**config.mk**
```make
export PLATFORM = sky130hd
export DESIGN_NAME = button_event_scheduler
export DESIGN_NICKNAME = d
export VERILOG_FILES = /design/src/rtl/button_event_scheduler_pkg.sv /design/src/rtl/event_fifo.sv /design/src/rtl/button_event_scheduler.sv
export SDC_FILE = /design/constraint.sdc
export NUM_CORES = 1
export LEC_CHECK = 0
export ABC_AREA = 1
export BUFFER_PORTS_ARGS = -buffer_cell sky130_fd_sc_hd__buf_4
export CORE_MARGIN = 2
export CORE_UTILIZATION = 55
export CTS_CLUSTER_DIAMETER = 150
export CTS_CLUSTER_SIZE = 30
export DETAILED_ROUTE_END_ITERATION = 6
export PLACE_DENSITY = 0.76
export SLEW_MARGIN = 40
export SYNTH_ARGS = -nofsm -noshare
export SYNTH_HDL_FRONTEND = slang
export SYNTH_SLANG_ARGS = --single-unit
```
**constraint.sdc**
```tcl
create_clock -name clock -period 2 [get_ports clock]
set_input_delay 0.2 -clock clock [delete_from_list [all_inputs] [get_ports clock]]
set_output_delay 0.2 -clock clock [all_outputs]
set_load 0.005 [all_outputs]
```
**src/rtl/button_event_scheduler_pkg.sv**
```systemverilog
// Shared defaults, FSM encoding and event field widths
// for the button event scheduler.
package button_event_scheduler_pkg;

    localparam int DEF_DELAY      = 500000;
    localparam int DEF_NUM_BTN    = 4;
    localparam int DEF_FIFO_DEPTH = 4;

    localparam int EVT_PRESS_W = 1;

    function automatic int evt_id_w(input int n);
        return (n > 1) ? $clog2(n) : 1;
    endfunction

    function automatic int evt_w(input int n);
        return evt_id_w(n) + EVT_PRESS_W;
    endfunction

    typedef enum logic [1:0] {
        SCAN   = 2'd0,
        SETTLE = 2'd1,
        COMMIT = 2'd2
    } sched_state_t;

endpackage

```
**src/rtl/event_fifo.sv**
```systemverilog
// Synchronous event queue with valid/ready head and
// push accepted on full when a pop happens the same cycle.
module event_fifo #(
    parameter int WIDTH = 3,
    parameter int DEPTH = 4
) (
    input  logic             clock,
    input  logic             reset_n,
    input  logic             push,
    input  logic [WIDTH-1:0] push_data,
    output logic             full,
    input  logic             pop_ready,
    output logic             head_valid,
    output logic [WIDTH-1:0] head_data
);

    localparam int PW = (DEPTH > 1) ? $clog2(DEPTH) : 1;
    localparam int CW = $clog2(DEPTH + 1);

    logic [WIDTH-1:0] mem [DEPTH];
    logic [PW-1:0]    wr_ptr;
    logic [PW-1:0]    rd_ptr;
    logic [CW-1:0]    used;
    logic             pop;
    logic             wr_en;

    function automatic logic [PW-1:0] bump(input logic [PW-1:0] p);
        return (p == PW'(DEPTH - 1)) ? '0 : p + 1'b1;
    endfunction

    assign full       = (used == CW'(DEPTH));
    assign head_valid = (used != '0);
    assign head_data  = mem[rd_ptr];
    assign pop        = head_valid && pop_ready;
    assign wr_en      = push && (!full || pop);

    always_ff @(posedge clock) begin
        if (wr_en)
            mem[wr_ptr] <= push_data;
    end

    always_ff @(posedge clock or negedge reset_n) begin
        if (!reset_n) begin
            wr_ptr <= '0;
            rd_ptr <= '0;
            used   <= '0;
        end else begin
            if (wr_en)
                wr_ptr <= bump(wr_ptr);
            if (pop)
                rd_ptr <= bump(rd_ptr);
            case ({wr_en, pop})
                2'b10:   used <= used + 1'b1;
                2'b01:   used <= used - 1'b1;
                default: used <= used;
            endcase
        end
    end

endmodule

```
**src/rtl/button_event_scheduler.sv**
```systemverilog
// Debounces a bank of buttons with one shared counter and
// queues press/release events in commit order.
module button_event_scheduler
    import button_event_scheduler_pkg::*;
#(
    parameter int DELAY      = DEF_DELAY,
    parameter int NUM_BTN    = DEF_NUM_BTN,
    parameter int FIFO_DEPTH = DEF_FIFO_DEPTH
) (
    input  logic                       clock,
    input  logic                       reset_n,
    input  logic [NUM_BTN-1:0]         btn_raw,
    input  logic                       evt_ready,
    input  logic                       ovf_clr,
    output logic                       evt_valid,
    output logic [$clog2(NUM_BTN)-1:0] evt_id,
    output logic                       evt_press,
    output logic [NUM_BTN-1:0]         btn_state,
    output logic                       overflow
);

    localparam int IW = $clog2(NUM_BTN);
    localparam int CW = $clog2(DELAY + 1);
    localparam int EW = evt_w(NUM_BTN);

    logic [NUM_BTN-1:0] sync1;
    logic [NUM_BTN-1:0] sync2;

    sched_state_t state, state_d;
    logic [IW-1:0] ptr, ptr_d;
    logic [IW-1:0] cand_id, cand_id_d;
    logic          cand_lvl, cand_lvl_d;
    logic [CW-1:0] count, count_d;
    logic          commit;
    logic          full;
    logic          drop;
    logic [EW-1:0] head;

    always_comb begin
        state_d    = state;
        ptr_d      = ptr;
        cand_id_d  = cand_id;
        cand_lvl_d = cand_lvl;
        count_d    = count;
        commit     = 1'b0;
        unique case (state)
            SCAN: begin
                if (sync2[ptr] != btn_state[ptr]) begin
                    cand_id_d  = ptr;
                    cand_lvl_d = sync2[ptr];
                    count_d    = '0;
                    state_d    = SETTLE;
                end else begin
                    ptr_d = ptr + 1'b1;
                end
            end
            SETTLE: begin
                if (sync2[cand_id] != cand_lvl) begin
                    ptr_d   = cand_id + 1'b1;
                    state_d = SCAN;
                end else if (count == CW'(DELAY - 1)) begin
                    state_d = COMMIT;
                end else begin
                    count_d = count + 1'b1;
                end
            end
            COMMIT: begin
                commit  = 1'b1;
                ptr_d   = cand_id + 1'b1;
                state_d = SCAN;
            end
            default: state_d = SCAN;
        endcase
    end

    // a full queue still takes the push if the head leaves this cycle
    assign drop = commit && full && !(evt_valid && evt_ready);

    always_ff @(posedge clock or negedge reset_n) begin
        if (!reset_n) begin
            sync1     <= '0;
            sync2     <= '0;
            state     <= SCAN;
            ptr       <= '0;
            cand_id   <= '0;
            cand_lvl  <= 1'b0;
            count     <= '0;
            btn_state <= '0;
            overflow  <= 1'b0;
        end else begin
            sync1    <= btn_raw;
            sync2    <= sync1;
            state    <= state_d;
            ptr      <= ptr_d;
            cand_id  <= cand_id_d;
            cand_lvl <= cand_lvl_d;
            count    <= count_d;
            if (commit)
                btn_state[cand_id] <= cand_lvl;
            if (drop)
                overflow <= 1'b1;
            else if (ovf_clr)
                overflow <= 1'b0;
        end
    end

    event_fifo #(
        .WIDTH (EW),
        .DEPTH (FIFO_DEPTH)
    ) u_fifo (
        .clock      (clock),
        .reset_n    (reset_n),
        .push       (commit),
        .push_data  ({cand_id, cand_lvl}),
        .full       (full),
        .pop_ready  (evt_ready),
        .head_valid (evt_valid),
        .head_data  (head)
    );

    assign evt_id    = head[EW-1:1];
    assign evt_press = head[0];

endmodule

```
After elaboration in Yosys (flattened, before gate mapping)
Memory sizes are Yosys's and may differ from the RTL's.
Cells that the tools add are included.
{ "op_classes": {"n_eq_ne": 16, "n_mux": 28, "reduce_logical": 18, "addsub": 7, "n_lt_le_gt_ge": 3} }
{ "ops": {"columns": ["operator", "count"], "rows": [
  ["two-way mux 19 bit", 3],
  ["case mux 19 bit (2 select lines)", 1],
  ["adder 19 x 1 -> 19 bit (second input constant)", 1],
  ["equality test 19 bit (second input constant)", 1],
  ["two-way mux 2 bit", 7],
  ["inequality test 2 bit (second input constant)", 5],
  ["two-way mux 1 bit", 9],
  ["adder 2 x 1 -> 2 bit (second input constant)", 4],
  ["equality test 2 bit (second input constant)", 4],
  ["binary-select mux 1 bit (select 2 bit)", 3],
  ["< comparator 2 x 3 -> 1 bit (second input constant)", 2],
  ["case mux 2 bit (3 select lines)", 1],
  ["case mux 3 bit (2 select lines)", 1],
  ["nonzero test 2 bit", 3],
  ["nonzero test 3 bit", 2],
  ["logical AND 1 bit", 5],
  ["bitwise mux 4 bit", 1],
  ["equality test 2 x 1 -> 1 bit (second input constant)", 2],
  ["case mux 2 bit (2 select lines)", 1],
  ["AND reduction 2 bit", 2],
  ["AND reduction 4 bit", 1],
  ["adder 3 x 1 -> 3 bit (second input constant)", 1],
  ["equality test 3 bit (second input constant)", 1],
  ["inequality test 3 bit (second input constant)", 1],
  ["8 further kinds", 10]
]} }
{ "totals": {"output_inout_bits": 9, "memories": 1, "ramBits": 12, "reg_bits": 46} }
{ "mem_list": {"columns": ["memory", "depth", "width", "rd", "rd_clocked_by_memory_dff", "write_ports", "line_no", "text"], "rows": [
  ["u_fifo.mem", 4, 3, 1, 0, 1, "event_fifo.sv:20", "logic [WIDTH-1:0] mem [DEPTH];"]
]} }

Logic depth before layout (Yosys ltp)
Gate-level depths: netlist of run 1.
{ "logic_depth": {"word_depth": 6, "mapped_depth": 13, "depth_no_buf": 11} }

Cells and area by module
Synthesis of run 1 repeated with hierarchy kept, for this count alone.
{ "unflattened": {"cells_unflattened": 430, "area_unflattened_um2": 3365.7} }
{ "modules_own_cells": {"columns": ["module", "area_per_inst_um2", "n_inst", "cells_each"], "rows": [
  ["button_event_scheduler", 2419.8, 1, 336],
  ["event_fifo", 945.9, 1, 94]
]} }

Least setup slack after synthesis of run 1
OpenSTA, ideal clock, no wires.
{ "synth_path": {"path_kind": "flip-flop to flip-flop", "from": "reg state[0]", "to": "reg u_fifo.used[1]", "path_stages_with_launch": 10, "t_arrival_ps": 1952, "slack_ps": -34, "setup_time_ps": 83, "n_path_buf": 0, "t_required_ps": 1917, "synth_period_minus_slack_ps": 2034, "cell_sequence": "dfrtp_1 inv_1 ha_1 inv_1 a31oi_1 inv_1 ha_1 inv_1 fa_1 o21ai_0"} }
{ "synth_between": {"elab_chain_len": 5} }
{ "synth_lines": {"columns": ["item", "line_no", "text"], "rows": [
  ["start, declared", "button_event_scheduler.sv:29", "sched_state_t state, state_d;"],
  ["start signal, assigned", "button_event_scheduler.sv:93", "state <= state_d;"],
  ["equality test 2 bit *", "button_event_scheduler.sv:46", "unique case (state)"],
  ["two-way mux 1 bit *", "button_event_scheduler.sv:46", null],
  ["logical AND 1 bit *", "event_fifo.sv:35", "assign wr_en = push && (!full || pop);"],
  ["equality test 2 x 1 -> 1 bit or equality test 2 bit (tied branches)", "event_fifo.sv:52", "case ({wr_en, pop})"],
  ["case mux 3 bit (2 select lines) or nonzero test 2 bit (tied branches)", null, null],
  ["end signal, assigned", "event_fifo.sv:53", "2'b10: used <= used + 1'b1;"],
  ["end signal, assigned", "event_fifo.sv:54", "2'b01: used <= used - 1'b1;"],
  ["end signal, assigned", "event_fifo.sv:55", "default: used <= used;"],
  ["end, declared", "event_fifo.sv:23", "logic [CW-1:0] used;"]
]} }
Every way passes the cells marked *; elsewhere a longest branch is shown, timed or not.
A chain may end at the register's enable or synchronous reset.

Final worst setup path of run 1
Same ends and word-level chain as after synthesis.

==> results of run 1 <==
[metrics by stage]
stage | hold slack, ns | instance area [µm²] | worst slack (ns) | utilization, %
floorplan | -0.09559 | 3169 | 0.006258 | -
global placement | 0.2399 | 3422 | 0.08963 | 61.77
detailed placement | 0.2444 | 3422 | 0.03311 | 61.77
CTS | 0.04205 | 3736 | 0.01989 | 67.43
global route | 0.04780 | 3760 | 0.01744 | 67.86
finish | 0.04477 | 3760 | 0.1385 | 67.86
[Yosys cell counts]
cell	n	area share, %
o21ai_0	24	3.8
o21bai_1	1	0.24
a21oi_2	1	0.28
nor3_1	6	0.95
nand2_1	134	16
clkbuf_8	1	0.44
nor2_4	1	0.36
clkbuf_1	1	0.12
a31oi_1	1	0.20
buf_4	1	0.24
inv_6	1	0.28
nand4_1	4	0.79
buf_6	2	0.71
dfrtp_1	46	36
o22ai_1	3	0.59
xor2_1	7	1.9
inv_2	1	0.12
nor2_1	54	6.4
nand2_2	11	2.2
edfxtp_1	12	11
nand3_1	27	4.3
xnor2_1	3	0.83
nand3_4	1	0.55
inv_1	37	4.4
nand3_2	3	0.95
fa_1	1	0.63
ha_1	10	4.0
a21oi_1	7	1.1
[state kept, by name, summed over array words and instances, names as in the netlist]
signal and flops:
count 19, u_fifo.mem 12, btn_state 4, sync1 4, sync2 4, u_fifo.used 3, cand_id 2, ptr 2
state 2, u_fifo.rd_ptr 2, u_fifo.wr_ptr 2, cand_lvl 1, overflow 1
[per-layer routing]
layer	vias to the layer above	GRT usage, %	wire (µm)
li1	1357	-	-
met1	1203	27.41	2836
met2	47	39.24	3150
met3	8	5.204	262
met4	0	9.661	86
met5	-	0	0
[kinds of logic (layout without fill, tap and decap cells)]
logic type                 after synthesis  after routing  share of synthesized area [%]
AOI/OAI and AO/OA                       37             37                          6.211
xor gates and xnor gates                10             10                          2.769
buffers and inverters                   44             89                          6.289
DFF                                     58             58                          47.78
adders and majority gates               11             11                          4.589
and+or+nand+nor                        241            241                          32.36
[power breakdown]
part | internal (W) | switching, W | total, W | leakage (nW)
logic | 0.000918 | 0.00139 | 0.00231 | 0.941
registers | 0.00149 | 0.000264 | 0.00176 | 0.700
clock network | 0.000953 | 0.000490 | 0.00144 | 0.127
[worst paths after layout]
path                           from          endpoint  slack [ns]
max in group asynchronous   reset_n         count[16]        1.19
max reg2reg                state[0]    u_fifo.used[1]        0.14
min in group asynchronous   reset_n  u_fifo.rd_ptr[0]        0.40
min reg2reg                sync1[2]          sync2[2]        0.35
max                        state[0]    u_fifo.used[1]        0.14
min                         ovf_clr          overflow        0.04
[critical path, stage by stage, from the launching register on]
cell     delay, ns
dfrtp_1       0.37
inv_1         0.09
ha_2          0.19
inv_2         0.05
a31oi_4       0.17
inv_1         0.09
ha_1          0.21
inv_2         0.07
fa_2          0.42
o21ai_1       0.14
[timing repair]
item                                   in CTS  in global routing
buffers inserted                            0                  1
gates resized for setup                     0                  8
endpoints found under the hold margin      50                  0
hold buffers                                5                  0
setup endpoints to repair                   0                  2
[final cells by class]
type	instances	area (µm²)	area share (%)
Timing Repair Buffer	34	267.8	7.121
Inverter	39	151.4	4.027
Clock buffer	9	123.9	3.295
Clock inverter	7	140.1	3.727
Multi-Input combinational cell	299	1475	39.23
Sequential cell	58	1511	40.20
Tap cell	72	90.09	2.396
==> impl_metrics.toml, run 1 <==
[synth]
synth.yosys.seq_area_share_pct = 47.78
synth_cell_types = 28
syn_nets = 420
syn_avg_cell_area_um2 = 7.888
ys_seq_elements = 58
netlist_instances = 401
netlist_area_um2 = 3163
synth_warnings = 0

[global_route]
grt_pass1_wl_um = 11100
grt_antenna_before_repair = 0
grt_pass1_vias = 2510
grtUsageTotal_pct = 22.79
grt_overflow = 0
grt_max_degree = 47

[timing]
maxSlewHeadroom_pct = 61.17
worst_pin_slew_ns = 0.5825
maxSlewViolCount = 0
rsz0062_at_grt = "no"
tns_ns = 0
finalCritPeriodShare_pct = 93.08
setup_violations = 0
min_period_ns = 1.862
clock_skew_ns = 0.007948
fmax_ghz = 0.5372
hold_viol_final = 0

[cts]
numCtsBuffers = 9
clk_path_buf_depth = 2
clockRootBuffer = "clkbuf_8"
cts_tree = "done"
htreeDepth = 3
cts_sinks = 58
clk_pin_slew_ns = 0.07
worstSkewPairLatency_ns = 0.34

[floorplanning]
rows = 27
io_pins = 17
dieArea_um2 = 6374
die_x_um = 79.84
core-area_um2 = 5540
die_height_um = 79.84
initial_core_util_pct = 57.09

[finish]
final_common_cell = "nand2_1"
nFillCells = 451
nNetsFinal = 460
stdcell_count = 518
final_cell_mix = "nand2_1, nor2_1, dfrtp_1"
layout-drive-gt1-share_pct = 15.47
syn_to_final_growth_pct = 18.87
diodes = 0

[worst_hold_path]
hold_class = "in -> reg"
whs_path_depth = 2

[placement]
hpwl_um = 4506
gp_congestion = 0.9367
portBuffers = 16
dp_cells = 496

[drt]
wire_per_inst_um = 12.23
drc = 0
routed_wl_um = 6336
dr.pass1.iters = 4
drtIter0Drc = 128
vias = 2615
drtAntennaViolNets = 0
viasPerCell = 5.048

[critical_path]
crit_fanout = 5
cp.arrival_ns = 2.13
ff2ff_path_depth = 9
path_class = "reg -> reg"
crit_required_ns = 2.27
cp-end-kind = "register"
startpoint_type = "register"

[pwr]
leakagePower_nw = 1.769
p_total_w = 0.005513
power_density_nw_per_um2 = 1466
ir_drop_mv = 0.6160

[run_status]
outcome = "finished clean"

[run]
drv_cap = 0
Power figures use the tool's default switching activity.
==> run 2: changes to the inputs <==
Settings changed: CORE_ASPECT_RATIO set to 1.75.
==> run 2 against run 1 <==
Clock-buffer cell count rose by 1. Die area rose by 0.37%. Non-clock buffer count fell by 2. Clock power fell by 3%. Total power rose by 0.61%. Design area fell by 0.17%. Via count rose by 2.9%. Maximum frequency fell by 1.3%. Sequential share of layout area rose by 0.067 points. Largest power group unchanged.
==> impl_metrics.toml, run 2 (synthesis results as in run 1) <==
[run_status]
outcome = "finished clean"

[cts]
worstSkewPairLatency_ns = 0.34
cts_sinks = 58
clk_path_buf_depth = 2
htreeDepth = 3
clockRootBuffer = "clkbuf_8"
cts_tree = "done"
clk_pin_slew_ns = 0.06
numCtsBuffers = 9

[drt]
routed_wl_um = 6837
drtAntennaViolNets = 0
drc = 0
wire_per_inst_um = 13.15
viasPerCell = 5.175
dr.pass1.iters = 4
vias = 2691
drtIter0Drc = 89

[timing]
finalCritPeriodShare_pct = 94.33
tns_ns = 0
fin_ws_ns = 0.1134
worst_pin_slew_ns = 0.5863
min_period_ns = 1.887
fmax_ghz = 0.5301
setup_violations = 0
rsz0062_at_grt = "yes"
clock_skew_ns = 0.009947
hold_viol_final = 0
maxSlewHeadroom_pct = 60.91
maxSlewViolCount = 0

[floorplanning]
rows = 36
dieArea_um2 = 6397
die_height_um = 104.3
die_x_um = 61.33
core-area_um2 = 5540
initial_core_util_pct = 57.09
io_pins = 17

[global_route]
grt_antenna_before_repair = 0
grt_pass1_vias = 2736
grt_overflow = 0
grt_max_degree = 47
grt_pass1_wl_um = 11670
grtUsageTotal_pct = 24.52

[placement]
gp_congestion = 0.8837
hpwl_um = 4936
place_area_um2 = 3412
dp_cells = 498
dp_slack_ns = -0.05205
portBuffers = 16

[worst_hold_path]
hold_class = "in -> reg"

[critical_path]
critPathSlowestCell = "fa_2"
crit_path_frequent_cell = "inv_2"
worstPathCellList = "inv_1 > ha_1 > inv_2 > a31oi_4 > inv_2 > ha_1 > inv_2 > fa_2 > o21ai_1"
path_delay_family = "adder cells"
max_stage_delay_ns = 0.43
crit_required_ns = 2.26
path_class = "reg -> reg"
cp.arrival_ns = 2.15
cp-end-kind = "register"
r2r_slack_ns = 0.11
startpoint_type = "register"
crit_fanout = 5
worst-path-buf-inv = 4

[pwr]
leakagePower_nw = 1.762
ir_drop_mv = 0.6419
power_density_nw_per_um2 = 1478
p_total_w = 0.005547

[finish]
nNetsFinal = 458
diodes = 0
seqCellArea_um2 = 1511
largest_reg_flops = 19
layout-drive-gt1-share_pct = 15.54
final_cell_area_um2 = 3754
stdcell_count = 520
nFillCells = 480
multi_input_area_um2 = 1483
syn_to_final_growth_pct = 18.67
final_common_cell = "nand2_1"
largest_registers = "count: 19 flops, u_fifo.mem: 12 flops"
final_cell_mix = "nand2_1, nor2_1, dfrtp_1"
largest-register = "count"

[run]
drv_cap = 0
run 2: worst register-to-register path, cell delays in order (launching register included):
cell     delay [ns]
dfrtp_1        0.38
inv_1          0.08
ha_1           0.18
inv_2          0.06
a31oi_4        0.19
inv_2          0.07
ha_1           0.21
inv_2          0.09
fa_2           0.43
o21ai_1        0.13
run 2: layer usage:
layer	GRT usage [%]	vias to the layer above	share of wire [%]
li1	-	1348	-
met1	23.32	1284	35
met2	44.98	44	59
met3	5.473	15	2.5
met4	12.73	0	3.1
met5	0	-	0
run 2: where the power goes:
group	leakage [nW]	internal, W	switching, W
logic	0.934	0.000934	0.00145
registers	0.700	0.00149	0.000274
clock network	0.128	0.000948	0.000452
run 2: worst paths after layout:
path / cells past startpoint / endpoint / startpoint
setup / recovery: 9 / u_fifo.used[1] / state[0]
hold / removal: 2 / overflow / ovf_clr
setup reg to reg: 9 / u_fifo.used[1] / state[0]
hold reg to reg: 0 / sync2[0] / sync1[0]
max in group asynchronous: 2 / sync1[2] / reset_n
min in group asynchronous: 2 / u_fifo.rd_ptr[1] / reset_n
run 2: stage by stage:
step	hold slack, ns	utilization, %
floorplan	-0.09559	-
global placement	0.2363	61.59
detailed placement	0.2437	61.59
CTS	0.03239	67.25
global route	0.06321	67.75
finish	0.05424	67.75
run 2: repair_timing:
item,4_1_cts,5_1_grt
gates resized for setup,1,11
hold endpoints to repair,50,0
hold buffers,5,0
pin swaps,0,1
endpoints found under the setup margin,2,13
setup buffers,1,0
run 2: final cells by class:
class                           count  area share [%]
Clock buffer                       10           3.400
Sequential cell                    58           40.27
Clock inverter                      6           3.433
Inverter                           39           4.033
Multi-Input combinational cell    299           39.50
Tap cell                           76           2.533
Timing Repair Buffer               32           6.833
==> run 3: changes to the inputs <==
Settings changed: CORE_UTILIZATION 55 to 61, PLACE_DENSITY 0.76 to 0.8.
Clock period 2 ns to 2.05 ns, I/O delays scaled along.
==> run 3 against run 2 <==
Hold slack worse by 0.013 ns. Core utilization is 5.4 points higher. Largest cell class unchanged. Largest power group unchanged. Global-route usage is 1.1 points higher. Critical path type unchanged.
==> impl_metrics.toml, run 3 (synthesis results as in run 1) <==
[global_route]
grt_overflow = 0
grt_pass1_wl_um = 11090
grt_antenna_before_repair = 0
grt_pass1_vias = 2607
grt_max_degree = 47
grtUsageTotal_pct = 25.57

[timing]
worst_pin_slew_ns = 0.5744
hold_viol_final = 0
tns_ns = 0
timing.hold.ws_ns = 0.04173
finalCritPeriodShare_pct = 95.74
maxSlewHeadroom_pct = 61.71
maxSlewViolCount = 0
fin_ws_ns = 0.08740
clock_skew_ns = 0.01141
min_period_ns = 1.963
fmax_ghz = 0.5095
setup_violations = 0

[placement]
dp_slack_ns = 0.06507
hpwl_um = 4628
portBuffers = 16
gp_congestion = 0.9260

[drt]
wire_per_inst_um = 13.35
vias = 2645
dr.pass1.iters = 4
routed_wl_um = 6596
drtAntennaViolNets = 0
viasPerCell = 5.354
drtIter0Drc = 83
drc = 0

[run_status]
outcome = "finished clean"

[critical_path]
worstPathCellList = "inv_1 > a21oi_1 > ha_2 > inv_2 > fa_2 > a21oi_2 > o21ai_1 > xor2_1"
rr_startpoint = "u_fifo.used[2]"
critPathSlowestCell = "dfrtp_1"
startpoint_type = "register"
max_stage_delay_ns = 0.40
cp-end-kind = "register"
path_class = "reg -> reg"
crit_required_ns = 2.28
cp-startpoint = "u_fifo.used[2]"
cp.arrival_ns = 2.19
crit_fanout = 5
r2r_slack_ns = 0.09

[finish]
layout-drive-gt1-share_pct = 14.77
nNetsFinal = 454
largest_reg_flops = 19
final_common_cell = "nand2_1"
largest_registers = "count: 19 flops, u_fifo.mem: 12 flops"
nFillCells = 397
diodes = 0
syn_to_final_growth_pct = 15.07
final_cell_mix = "nand2_1, nor2_1, dfrtp_1"
largest-register = "count"
final_util_pct = 73.13

[cts]
clk_path_buf_depth = 2
numCtsBuffers = 9
clockRootBuffer = "clkbuf_8"
worstSkewPairLatency_ns = 0.35
htreeDepth = 3
cts_sinks = 58
clk_pin_slew_ns = 0.07
cts_tree = "done"

[floorplanning]
die_height_um = 99.26
rows = 34
core-area_um2 = 4977
die_x_um = 58.44
io_pins = 17
dieArea_um2 = 5800
initial_core_util_pct = 63.55

[pwr]
ir_drop_mv = 1.454
power_density_nw_per_um2 = 1393
leakagePower_nw = 1.717

[worst_hold_path]
hold_class = "in -> reg"
min-delay-start = "ovf_clr"

[run]
drv_cap = 0
run 3: cell types whose count changed in the layout (fill, tap and decap cells not counted), sizes merged:
cell,delta
buf,-4
bufinv,-3
clkbuf,+2
clkinvlp,+1
run 3: critical path, delay by kind of cell (launching register included):
| kind | cells | cell delay, ns |
|---|---|---|
| AO/OA/AOI/OAI | 3 | 0.54 |
| buffers and inverters | 2 | 0.15 |
| flip-flops | 1 | 0.40 |
| adder cells (fa/ha/maj) | 2 | 0.60 |
| XOR/XNOR | 1 | 0.15 |
run 3: final cells by class:
class                           count  area, µm²  share of cell area, %
Inverter                           39      151.4                  4.160
Multi-Input combinational cell    299       1473                  40.46
Timing Repair Buffer               28      222.7                  6.119
Clock inverter                      4      47.55                  1.306
Clock buffer                       12      166.4                  4.572
Sequential cell                    58       1511                  41.53
Tap cell                           54      67.56                  1.856
run 3: worst paths after layout:
check	endpoint	cells past startpoint
worst max-delay path	u_fifo.used[2]	8
max in group asynchronous	cand_id[0]	2
worst min-delay path	overflow	2
worst min register to register	sync2[1]	0
worst max register to register	u_fifo.used[2]	8
min in group asynchronous	u_fifo.rd_ptr[0]	2
run 3: power breakdown:
part           switching, W  internal (W)  total [W]  leakage (nW)
sequential         0.000269       0.00146    0.00173         0.700
clock              0.000461      0.000664    0.00113         0.108
combinational       0.00139      0.000834    0.00222         0.909
total               0.00212       0.00296    0.00507          1.72
run 3: layer usage:
layer	wire (µm)	global-route usage (%)	vias up
li1	-	-	1345
met1	2489	25.41	1237
met2	3658	45.81	46
met3	187	6.632	17
met4	261	14.85	0
met5	0	0	-
run 3: what timing repair did:
action / 4_1_cts / 5_1_grt
setup buffers: 0 / 0
endpoints found under the hold margin: 50 / 0
setup endpoints to repair: 0 / 2
hold buffers: 5 / 0
resized for setup: 0 / 9
run 3: stage by stage:
| stage | total power, W | std cells | instance area, µm² |
|---|---|---|---|
| 5_1_grt | 0.005466 | 494 | 3640 |
| 2_1_floorplan | 0.003263 | 401 | 3163 |
| 6_report | 0.005071 | 494 | 3640 |
| 3_3_place_gp | 0.003812 | 473 | 3356 |
| 3_5_place_dp | 0.003901 | 473 | 3356 |
| 4_1_cts | 0.005055 | 494 | 3620 |
